### src/rtl/wimax_pkg.sv
// Shared definitions for the WiMAX PRBS randomizer / derandomizer pair.
package wimax_pkg;

  localparam int LFSR_W = 15;

  localparam logic [LFSR_W-1:0] DEFAULT_SEED = 15'b101_010_001_110_110;

  localparam int DEFAULT_BLOCK_LEN = 96;

  typedef enum logic {
    IDLE = 1'b0,
    RUN  = 1'b1
  } state_e;

  // Keystream bit of the 1 + x^14 + x^15 generator for a given register state.
  function automatic logic prbs_key(input logic [LFSR_W-1:0] lfsr);
    return lfsr[13] ^ lfsr[14];
  endfunction

endpackage

### src/rtl/prbs_derandomizer_if.sv
// Handshake bundle between the derandomizer and its upstream/downstream peers.
interface prbs_derandomizer_if;

  logic        seed_load;
  logic        data_in;
  logic        valid_in;
  logic        ready_out;
  logic        data_out;
  logic        valid_out;
  logic        last_out;
  logic        ready_in;
  logic [15:0] bit_count;

  // Environment side: drives the burst control, input stream and downstream ready.
  modport master (
    output seed_load, data_in, valid_in, ready_in,
    input  ready_out, data_out, valid_out, last_out, bit_count
  );

  // Derandomizer side.
  modport slave (
    input  seed_load, data_in, valid_in, ready_in,
    output ready_out, data_out, valid_out, last_out, bit_count
  );

endinterface

### src/rtl/prbs_lfsr15.sv
// 15-bit Fibonacci LFSR with synchronous seed load and single-bit step.
// Shared between the transmit randomizer and the receive derandomizer.
module prbs_lfsr15
  import wimax_pkg::*;
#(
  parameter logic [LFSR_W-1:0] SEED = DEFAULT_SEED
) (
  input  logic clock,
  input  logic reset,
  input  logic load_i,
  input  logic step_i,
  output logic key_o
);

  logic [LFSR_W-1:0] lfsr_q;
  logic [LFSR_W-1:0] lfsr_d;
  logic              key_s;

  assign key_s = prbs_key(lfsr_q);
  assign key_o = key_s;

  // Next register value: load wins over step, otherwise hold.
  always_comb begin
    lfsr_d = lfsr_q;
    if (load_i) begin
      lfsr_d = SEED;
    end else if (step_i) begin
      lfsr_d = {lfsr_q[13:0], key_s};
    end else begin
      lfsr_d = lfsr_q;
    end
  end

  // LFSR state register; cleared to zero so a seed load is needed before use.
  always_ff @(posedge clock or negedge reset) begin
    if (!reset) begin
      lfsr_q <= {LFSR_W{1'b0}};
    end else begin
      lfsr_q <= lfsr_d;
    end
  end

endmodule

### src/rtl/prbs_derandomizer.sv
// Receive-side PRBS derandomizer: XORs each accepted bit with the LFSR
// keystream, restarts the keystream every BLOCK_LEN bits, and presents the
// result through a single output register stage with valid/ready handshake.
module prbs_derandomizer
  import wimax_pkg::*;
#(
  parameter logic [LFSR_W-1:0] SEED      = DEFAULT_SEED,
  parameter int                BLOCK_LEN = DEFAULT_BLOCK_LEN
) (
  input  logic                clock,
  input  logic                reset,
  prbs_derandomizer_if.slave  bus
);

  localparam logic [15:0] LAST_IDX = 16'(BLOCK_LEN - 1);

  state_e      state_q;
  state_e      state_d;
  logic [15:0] bit_count_q;
  logic [15:0] bit_count_d;
  logic        data_q;
  logic        data_d;
  logic        valid_q;
  logic        valid_d;
  logic        last_q;
  logic        last_d;

  logic        ready_s;
  logic        accept_s;
  logic        xfer_s;
  logic        last_idx_s;
  logic        key_s;
  logic        lfsr_load_s;
  logic        lfsr_step_s;

  assign last_idx_s  = (bit_count_q == LAST_IDX);
  assign accept_s    = bus.valid_in && ready_s;
  assign xfer_s      = valid_q && bus.ready_in;
  // The block boundary reloads the seed; a burst start does the same.
  assign lfsr_load_s = bus.seed_load || (accept_s && last_idx_s);
  assign lfsr_step_s = accept_s && !last_idx_s;

  prbs_lfsr15 #(
    .SEED (SEED)
  ) u_lfsr (
    .clock  (clock),
    .reset  (reset),
    .load_i (lfsr_load_s),
    .step_i (lfsr_step_s),
    .key_o  (key_s)
  );

  // Input readiness: only while running, when the output slot is free or
  // draining, and never in the cycle a burst restart is requested.
  always_comb begin
    ready_s = 1'b0;
    if (state_q == RUN) begin
      ready_s = (!valid_q || bus.ready_in) && !bus.seed_load;
    end else begin
      ready_s = 1'b0;
    end
  end

  // Burst FSM: leave IDLE on the first seed load and stay running until reset.
  always_comb begin
    state_d = state_q;
    case (state_q)
      IDLE: begin
        if (bus.seed_load) begin
          state_d = RUN;
        end else begin
          state_d = IDLE;
        end
      end
      RUN:     state_d = RUN;
      default: state_d = IDLE;
    endcase
  end

  // Bit index within the block: restart on seed load, wrap at the block end.
  always_comb begin
    bit_count_d = bit_count_q;
    if (bus.seed_load) begin
      bit_count_d = 16'd0;
    end else if (accept_s) begin
      if (last_idx_s) begin
        bit_count_d = 16'd0;
      end else begin
        bit_count_d = bit_count_q + 16'd1;
      end
    end else begin
      bit_count_d = bit_count_q;
    end
  end

  // Output slot: load on acceptance (replacing any draining bit), empty on a
  // transfer with nothing new, otherwise hold for a stalled downstream.
  always_comb begin
    data_d  = data_q;
    valid_d = valid_q;
    last_d  = last_q;
    if (accept_s) begin
      data_d  = bus.data_in ^ key_s;
      valid_d = 1'b1;
      last_d  = last_idx_s;
    end else if (xfer_s) begin
      data_d  = data_q;
      valid_d = 1'b0;
      last_d  = 1'b0;
    end else begin
      data_d  = data_q;
      valid_d = valid_q;
      last_d  = last_q;
    end
  end

  // State, counter and output registers.
  always_ff @(posedge clock or negedge reset) begin
    if (!reset) begin
      state_q     <= IDLE;
      bit_count_q <= 16'd0;
      data_q      <= 1'b0;
      valid_q     <= 1'b0;
      last_q      <= 1'b0;
    end else begin
      state_q     <= state_d;
      bit_count_q <= bit_count_d;
      data_q      <= data_d;
      valid_q     <= valid_d;
      last_q      <= last_d;
    end
  end

  assign bus.ready_out = ready_s;
  assign bus.data_out  = data_q;
  assign bus.valid_out = valid_q;
  assign bus.last_out  = last_q;
  assign bus.bit_count = bit_count_q;

endmodule
### src/flat_wrapper.sv
// flat-port wrapper written by rule: the top's interface ports become plain ports
module prbs_derandomizer_flat import wimax_pkg::*;
#(
  parameter logic [LFSR_W-1:0] SEED      = DEFAULT_SEED,
  parameter int                BLOCK_LEN = DEFAULT_BLOCK_LEN
)
  (clock, reset, bus_seed_load, bus_data_in, bus_valid_in, bus_ready_in, bus_ready_out, bus_data_out, bus_valid_out, bus_last_out, bus_bit_count);
  prbs_derandomizer_if bus_i ();
  input  logic clock;
  input  logic reset;
  input wire logic [$bits(bus_i.seed_load)-1:0] bus_seed_load;
  input wire logic [$bits(bus_i.data_in)-1:0] bus_data_in;
  input wire logic [$bits(bus_i.valid_in)-1:0] bus_valid_in;
  input wire logic [$bits(bus_i.ready_in)-1:0] bus_ready_in;
  output wire logic [$bits(bus_i.ready_out)-1:0] bus_ready_out;
  output wire logic [$bits(bus_i.data_out)-1:0] bus_data_out;
  output wire logic [$bits(bus_i.valid_out)-1:0] bus_valid_out;
  output wire logic [$bits(bus_i.last_out)-1:0] bus_last_out;
  output wire logic [$bits(bus_i.bit_count)-1:0] bus_bit_count;
  assign bus_i.seed_load = bus_seed_load;
  assign bus_i.data_in = bus_data_in;
  assign bus_i.valid_in = bus_valid_in;
  assign bus_i.ready_in = bus_ready_in;
  assign bus_ready_out = bus_i.ready_out;
  assign bus_data_out = bus_i.data_out;
  assign bus_valid_out = bus_i.valid_out;
  assign bus_last_out = bus_i.last_out;
  assign bus_bit_count = bus_i.bit_count;
  prbs_derandomizer #(.SEED(SEED), .BLOCK_LEN(BLOCK_LEN)) u_core (.clock(clock), .reset(reset), .bus(bus_i));
endmodule
### config.mk
export PLATFORM = sky130hd
export DESIGN_NAME = prbs_derandomizer_flat
export DESIGN_NICKNAME = d
export VERILOG_FILES = /design/src/rtl/wimax_pkg.sv /design/src/rtl/prbs_derandomizer_if.sv /design/src/rtl/prbs_lfsr15.sv /design/src/rtl/prbs_derandomizer.sv /design/src/flat_wrapper.sv
export SDC_FILE = /design/constraint.sdc
export NUM_CORES = 1
export LEC_CHECK = 0
export ABC_AREA = 1
export CORE_MARGIN = 1
export CORE_UTILIZATION = 30
export CTS_BUF_LIST = sky130_fd_sc_hd__clkbuf_8
export CTS_CLUSTER_DIAMETER = 50
export DETAILED_ROUTE_END_ITERATION = 10
export SETUP_SLACK_MARGIN = 0.05
export SYNTH_ARGS = -nofsm -noshare
export SYNTH_HDL_FRONTEND = slang
export SYNTH_SLANG_ARGS = --single-unit
export TNS_END_PERCENT = 1
### constraint.sdc
create_clock -name clock -period 2.8 [get_ports clock]
set_clock_uncertainty 0.05 [all_clocks]
set_input_delay 0.56 -clock clock [delete_from_list [all_inputs] [get_ports clock]]
set_output_delay 0.56 -clock clock [all_outputs]
set_load 0.01 [all_outputs]
; After elaboration in Yosys (flattened, before gate mapping)
; Index checks and enable logic that the tools add are counted.
[totals]
in_bits = 6
wordCells = 35
reg_bits = 35
[classes]
addsub = 1
bitwise_logic = 3
reduce_logical = 13
eq_ne = 1
n_mux = 11
[op_table]
columns = cell, count
row1 = 16-bit two-way mux, 3
row2 = 15-bit two-way mux, 2
row3 = "16-bit by 1-bit adder with 16-bit output, second input constant", 1
row4 = "16-bit by 7-bit == test with 1-bit output, second input constant", 1
row5 = 2-bit nonzero test, 3
row6 = 1-bit logical AND, 5
row7 = 1-bit two-way mux, 5
row8 = 1-bit zero test, 3
row9 = 1-bit logical OR, 2
row10 = 1-bit case mux with 2 select lines, 1
row11 = 1-bit XOR, 2
row12 = 1-bit NOT, 1

; Longest topological paths before layout
[logic_depth]
word_depth = 8
ltp_mapped = 9
depth_no_buf = 9

; By module
; Synthesis repeated with hierarchy kept, for this count alone.
[unflattened]
hier_cells = 231
hier_area_um2 = 1836.8
[modules_own_cells]
columns = mod, cells_each, area_each_um2, seq_area_each_um2, instances
row1 = prbs_derandomizer, 164, 1219.9, 500.5, 1
row2 = prbs_lfsr15, 67, 616.8, 375.4, 1

; Least setup slack after synthesis
; OpenSTA, ideal clock, no wires.
[synth_timing]
kind = input to output
from = input port bus_ready_in
to = output port bus_ready_out
path_stages = 4
slack_ps = 1307
required_time_ps = 2190
t_arrival_ps = 883
cell_sequence = inv_1 > nand2_1 > nand2_1 > nor2_1
[synth_between]
elab_chain_cells = 3
[synth_rtl]
columns = element, line_no
row1 = "start, declared", flat_wrapper.sv:14  ; input wire logic [$bits(bus_i.ready_in)-1:0] bus_ready_in;
row2 = 1-bit logical OR, prbs_derandomizer.sv:58  ; ready_s = (!valid_q || bus.ready_in) && !bus.seed_load;
row3 = 1-bit logical AND, prbs_derandomizer.sv:58
row4 = 1-bit two-way mux, prbs_derandomizer.sv:57  ; if (state_q == RUN) begin
row5 = "end, declared", flat_wrapper.sv:15  ; output wire logic [$bits(bus_i.ready_out)-1:0] bus_ready_out;
; Every way passes these cells.

; Worst setup path after layout
; Same ends and word-level chain as after synthesis.

==> impl_metrics.toml <==
[global_route]
grt_pass1_wl_um = 6960
grt_use_total = 0.139
grt_max_degree = 36
antenna_found_initial = 0
grt-ovfl-total = 0
grt_pass1_vias = 1504

[pwr]
pwr-share-clk = 0.448
leakage_uw = 0.00105
power_frac_comb = 0.104
p_switching_uw = 283
power.internal_uw = 942
total_power_uw = 1230
vdd.ir_drop.worst_uv = 318
powerDensity_nw_per_um2 = 522
switching_share = 0.231
p_seq_frac = 0.448

[timing]
finalSetupViolCount = 0
timing.final.crit_share = 0.877
fmax_ghz = 0.407
tns_ns = 0
whs_ns = 0.431
rsz0062_at_grt = "no"
tightest_slew_ns = 0.453
slew_violations = 0
max-slew-margin-rel = 0.698
min_period_ns = 2.45
finalHoldViolCount = 0

[floorplan]
rows = 28
start_util = 0.314
coreArea_um2 = 5990
fp.dieW_um = 81.2
dieArea_um2 = 6590
num_io_pins = 26
die_h_um = 81.2

[clock_tree]
ctsResizeCount = 0
htreeDepth = 2
cts_setup_buffers = 0
clk_latency_ns = 0.29
numCtsBuffers = 5
clkTransAtPathRegs_ns = 0.07
cts_hold_buf = 0
cts_sinks = 35
clockBufferDepth = 2
root_buffer = "clkbuf_8"
cts_tree = "done"

[setup_path]
critical_path.top_delay_family = "buffers and inverters"
startpoint_type = "input pin"
path_class = "input pin to output port"
required_ns = 2.19
crit_slowest_cell = "clkdlybuf4s50_1"
crit_fanout = 3
critical_path_buf_inv_count = 3
max_stage_delay_ns = 0.54
cp.arrival_ns = 1.84
path_cells = "clkdlybuf4s50_1 > inv_1 > nand2_1 > nand2_1 > nor2_1 > clkdlybuf4s50_1"
setup.worst_path.end_class = "output port"

[logic_synthesis]
synth_fp_nets = 259
synth_xor_area_frac = 0.0140
ys_seq_elements = 35
yosysWarnings = 0
yosys.area_share.simple = 0.323
yosys.area_share.adder = 0.00665
synth_area_um2 = 1880
synth_cell_types = 27
ys_seq_area_frac = 0.466
synth-compound-area-share = 0.0971
synth.area.mux_share = 0
synth_area_per_cell_um2 = 7.46
synth_top_family_by_area = "simple AND/OR/NAND/NOR gates"
netlist_instances = 252

[placement]
io_buffers = 25
routabilityCongestion = 0.779
hpwl_um = 2780

[finish]
post-route-util = 0.392
final_net_count = 290
final-seq-area_um2 = 876
antennaDiodeCount = 0
area_growth_pct = 24.8
nFillCells = 609
layout-drive-gt1-share = 0.0845
multiInputGateArea_um2 = 828

[drt]
drt-initial-drc-count = 92
antenna_left = 0
drc_errors = 0
drt-total-wl_um = 4030
avgViaCountPerCell = 4.51
dr.pass1.iters = 4
wire_per_inst_um = 11.2
num_vias = 1619

[flow_run]
maxCapViolCount = 0

[status]
outcome = "completed"

[worst_hold_path]
holdCritPathClass = "flip-flop to flip-flop"
## power groups by stage
stage / registers, uW / clock network [uW] / logic [uW]
2_1_floorplan: 561 / 0 / 70.8
4_1_cts: 549 / 565 / 131
3_3_place_gp: 558 / 0 / 129
3_5_place_dp: 560 / 0 / 130
6_report: 549 / 549 / 127
5_1_grt: 553 / 585 / 145
## flip-flops by register name, summed over array words and instances (netlist names)
register	flops
u_core.bus.data_out	1
u_core.u_lfsr.lfsr_q	15
u_core.bus.bit_count	16
u_core.bus.valid_out	1
u_core.state_q	1
u_core.bus.last_out	1
## path summary, 6_finish.rpt
| kind | start | endpoint | slack [ns] | cells after the start |
|---|---|---|---|---|
| max in group asynchronous | reset | u_core.u_lfsr.lfsr_q[5]$_DFFE_PN0P_ | 1.75 | 2 |
| hold reg to reg | u_core.u_lfsr.lfsr_q[6]$_DFFE_PN0P_ | u_core.u_lfsr.lfsr_q[7]$_DFFE_PN0P_ | 0.43 | 2 |
| setup reg to reg | u_core.bus.bit_count[0]$_DFFE_PN0P_ | u_core.u_lfsr.lfsr_q[8]$_DFFE_PN0P_ | 1.17 | 6 |
| setup / recovery | bus_ready_in | bus_ready_out | 0.35 | 6 |
| hold / removal | u_core.u_lfsr.lfsr_q[6]$_DFFE_PN0P_ | u_core.u_lfsr.lfsr_q[7]$_DFFE_PN0P_ | 0.43 | 2 |
| min in group asynchronous | reset | u_core.bus.bit_count[4]$_DFFE_PN0P_ | 0.63 | 2 |
## Yosys cell counts
| cell type | count | area share |
|---|---|---|
| dfrtp_1 | 35 | 0.47 |
| nor2_1 | 23 | 0.046 |
| inv_1 | 32 | 0.064 |
| inv_2 | 3 | 0.0060 |
| buf_4 | 1 | 0.0040 |
| o21bai_1 | 4 | 0.016 |
| nor3_1 | 1 | 0.0027 |
| o21ai_0 | 16 | 0.043 |
| clkbuf_1 | 1 | 0.0020 |
| nand3_2 | 1 | 0.0053 |
| nand4_1 | 4 | 0.013 |
| xor2_1 | 1 | 0.0047 |
| nand3_1 | 16 | 0.043 |
| a21oi_1 | 2 | 0.0053 |
| or2_2 | 1 | 0.0033 |
| ha_1 | 1 | 0.0067 |
| o21ai_1 | 5 | 0.013 |
| nand3_4 | 1 | 0.0093 |
| a21oi_4 | 1 | 0.0087 |
| xnor2_1 | 2 | 0.0093 |
| nand2_2 | 1 | 0.0033 |
| nor2_4 | 2 | 0.012 |
| nand2_1 | 91 | 0.18 |
| buf_6 | 3 | 0.018 |
| o21ai_2 | 1 | 0.0047 |
| nor2_2 | 1 | 0.0033 |
| o22ai_1 | 2 | 0.0067 |
## tightest hold or removal path, cell delays in order, from the launching register on
cell,delay [ns]
dfrtp_1,0.34
nand2_1,0.05
o21ai_0,0.06
## cell usage in the layout (no fill, tap or decap)
cell type / n
nand3_4: 1
nand4_1: 4
bufinv_16: 2
clkinvlp_4: 1
or2_2: 1
dfrtp_1: 35
o21ai_1: 5
ha_1: 1
a21oi_4: 1
o21bai_1: 4
xor2_1: 1
a21oi_1: 2
xnor2_1: 2
o21ai_0: 16
nand2_2: 1
o22ai_1: 2
nor3_1: 1
nand2_1: 91
nor2_2: 1
inv_1: 32
clkbuf_8: 5
nor2_1: 23
clkdlybuf4s50_1: 25
nand3_1: 16
inv_2: 3
o21ai_2: 1
buf_4: 4
nand3_2: 1
nor2_4: 2
## stage by stage
step / instances / cell area [um2] / worst slack [ns]
2_1_floorplan: 252 / 1880 / 1.31
3_3_place_gp: 351 / 2210 / 0.329
6_report: 359 / 2350 / 0.345
3_5_place_dp: 351 / 2210 / 0.338
5_1_grt: 359 / 2350 / 0.197
4_1_cts: 359 / 2350 / 0.334
## routing by layer
metal / track usage / wire length [um] / up-vias
met2: 0.232 / 1960 / 26
met4: 0.0429 / 54 / 0
met5: 0 / 0 / -
li1: - / - / 848
met3: 0.0404 / 137 / 8
met1: 0.171 / 1880 / 737
## cells by family after synthesis
family / count (synthesis)
simple gates: 142
buf+inv: 40
fa+ha+maj: 1
xor+xnor: 3
compound gates: 31
flops: 35
## final cells by class
cell class / instances / area share
well taps: 75 / 0.0400
flip-flops and latches: 35 / 0.373
clock inverters: 3 / 0.0288
inverters: 35 / 0.0560
repair buffers: 29 / 0.119
clock buffers: 5 / 0.0293
multi-input cells: 177 / 0.353
Note: power is estimated with default switching activity, not from simulation.
==> patch: new RTL, config.mk and constraints unchanged <==
Set the package constant `DEFAULT_BLOCK_LEN` to 48 (it was 96).
--- a/src/rtl/wimax_pkg.sv
+++ b/src/rtl/wimax_pkg.sv
@@ -5,7 +5,7 @@
 
   localparam logic [LFSR_W-1:0] DEFAULT_SEED = 15'b101_010_001_110_110;
 
-  localparam int DEFAULT_BLOCK_LEN = 96;
+  localparam int DEFAULT_BLOCK_LEN = 48;
 
   typedef enum logic {
     IDLE = 1'b0,
Behaviour: no difference found for any inputs over 10 cycles, from zero or initial values and one cycle with reset low; that may be too few to reach the edited logic, so the function may still have changed.
==> patch against the original RTL <==
  * Worst hold slack improved by 0.0010 ns
  * First-iteration DRC count increased by 12%
  * Wire length increased by 7.3%
  * Sequential cell count unchanged
  * Critical endpoint unchanged
  * Non-clock buffer count decreased by 1
  * Worst setup slack got worse by 0.0023 ns
  * Combinational power decreased by 14%
  * Total power decreased by 1.4%
  * Synthesized area increased by 1.6%
  * Design area increased by 0.75%
==> patch: results (changes against the original RTL) <==
| Metric | Value |
|---|---|
| DR pass1 iterations | 5 (was 4) |
| Run status | completed (unchanged) |
| Mean routed wirelength per cell | 11.92 um (was 11.23 um) |
| Initial DRC count | 103 (was 92) |
| R2r setup slk | 1.00 ns (was 1.17 ns) |
| Critical path fanouts, max | 3 (unchanged) |
| First-pass GRT wire length | 7.300 mm (was 6.962 mm) |
| Slowest CP cell | clkdlybuf4s50_1 (unchanged) |
| Hold Crit Class | reg2reg (unchanged) |
| Leakage | 0.001064 uW (was 0.001053 uW) |
| Post-CTS setup buffer count | 0 (unchanged) |
| Setup WS pre-CTS | 0.3563 ns (was 0.3379 ns) |
| Initial antenna violation count | 0 (unchanged) |
| Hold Path Stages | 2 (unchanged) |
| Final Wtd Congestion | 0.8429 (was 0.7791) |
| HP Start | u_core.u_lfsr.lfsr_q[10] (was u_core.u_lfsr.lfsr_q[6]) |
| Slew @ Worst Pin | 0.4427 ns (was 0.4526 ns) |
| Vias in the first global route | 1579 (was 1504) |
| Predominant post-synthesis flop cell | dfrtp_1 (unchanged) |
| GR Util All Layers | 14.51% (was 13.85%) |
| Min-Delay Endpoint | u_core.u_lfsr.lfsr_q[11] (was u_core.u_lfsr.lfsr_q[7]) |
| Max-Cap Viols | 0 (unchanged) |
| Vias per Instance | 4.725 (was 4.510) |
| Dpl hpwl | 3.004 mm (was 2.784 mm) |
| Area contributors post-synth | dfrtp_1 46%, nand2_1 20%, nand4_1 4.9% (was dfrtp_1 47%, nand2_1 18%, inv_1 6.4%) |
| N_diodes | 0 (unchanged) |
| Post-route ant nets | 0 (unchanged) |
| Peak supply drop | 0.2597 mV (was 0.3180 mV) |
| H-Tree Depth | 2 (unchanged) |
| Syn_nets | 265 (was 259) |
| Root Driver | clkbuf_8 (unchanged) |
| Resize count post-CTS | 0 (unchanged) |
| Switching share of total power | 23.03% (was 23.13%) |
| Register area share after synthesis | 45.84% (was 46.57%) |
| CP max stage delay | 0.54 ns (about the same) |
| Reg2Reg Depth | 7 (was 6) |
| Nets@finish | 294 (was 290) |
| Share of post-route cells with drive strength above 1 | 9.375% (was 8.451%) |
| FILL cells | 634 (was 609) |
| Number of port buffers | 25 (unchanged) |
| CTS Buf Count | 5 (unchanged) |
| Commonest cells post-synth | 103 x nand2_1, 35 x dfrtp_1, 24 x nor2_1 (was 91 x nand2_1, 35 x dfrtp_1, 32 x inv_1) |
| Worst reg2reg path endpoint | u_core.bus.bit_count[10] (was u_core.u_lfsr.lfsr_q[8]) |
| Unique cell type count in the Yosys netlist | 28 (was 27) |
==> patch: metrics by stage <==
step / utilization [%] / hold slack, ns / area, um2 / std cells
after detailed placement: 36.96 / 0.4172 / 2227 / 355
after global placement: 36.96 / 0.4120 / 2227 / 355
after global routing: 39.22 / 0.4487 / 2364 / 363
final: 39.22 / 0.4319 / 2364 / 363
after floorplan: - / 0.2144 / 1911 / 258
after CTS: 39.22 / 0.4365 / 2364 / 363
==> patch: worst min-delay path: stages, from the launching register on <==
cell and delay (ns):
dfrtp_1 0.35, nand2_1 0.06, nand2_1 0.05
==> patch: area by class of cell <==
class	instances	area, um2	area share, %
clock buffer	5	68.82	2.912
clock inverter	3	67.56	2.859
tap	75	93.84	3.970
inverter	24	90.09	3.812
multi-input combinational	193	894.6	37.85
sequential	35	875.8	37.06
timing repair buffer	28	272.8	11.54
==> patch: how the worst max path moves through the flow <==
stage / start / end / slack [ns] / depth (start not counted)
floorplan: u_core.bus.bit_count[1] / u_core.bus.bit_count[8] / 1.29 / 7
global placement: bus_ready_in / bus_ready_out / 0.35 / 6
detailed placement: bus_ready_in / bus_ready_out / 0.36 / 6
CTS: bus_ready_in / bus_ready_out / 0.34 / 6
global route: bus_ready_in / bus_ready_out / 0.23 / 6
finish: bus_ready_in / bus_ready_out / 0.34 / 6
==> patch: power by group through the flow <==
| stage | combinational [uW] | sequential [uW] | clock [uW] |
|---|---|---|---|
| after CTS | 112 | 548 | 561 |
| final | 109 | 548 | 551 |
| after global routing | 123 | 550 | 580 |
| after floorplan | 60.6 | 558 | 0 |
| after detailed placement | 112 | 557 | 0 |
| after global placement | 110 | 557 | 0 |
==> patch: logic make-up (layout without fill, tap and decap cells) <==
group           Yosys count  count (layout)  share of synthesized area (%)
compound gates           17              17                          4.977
flops                    35              35                          45.84
xor+xnor                  2               2                         0.9170
simple gates            173             173                          40.28
buf+inv                  30              60                          7.334
fa+ha+maj                 1               1                         0.6548
==> patch: layer usage <==
metal  global-route usage (%)  up-vias  share of wire [%]
met5                        0        -                  0
met2                    22.73       33                 44
met1                    19.01      798                 50
met3                    4.667        5                4.6
li1                         -      879                  -
met4                    4.211        0               0.86
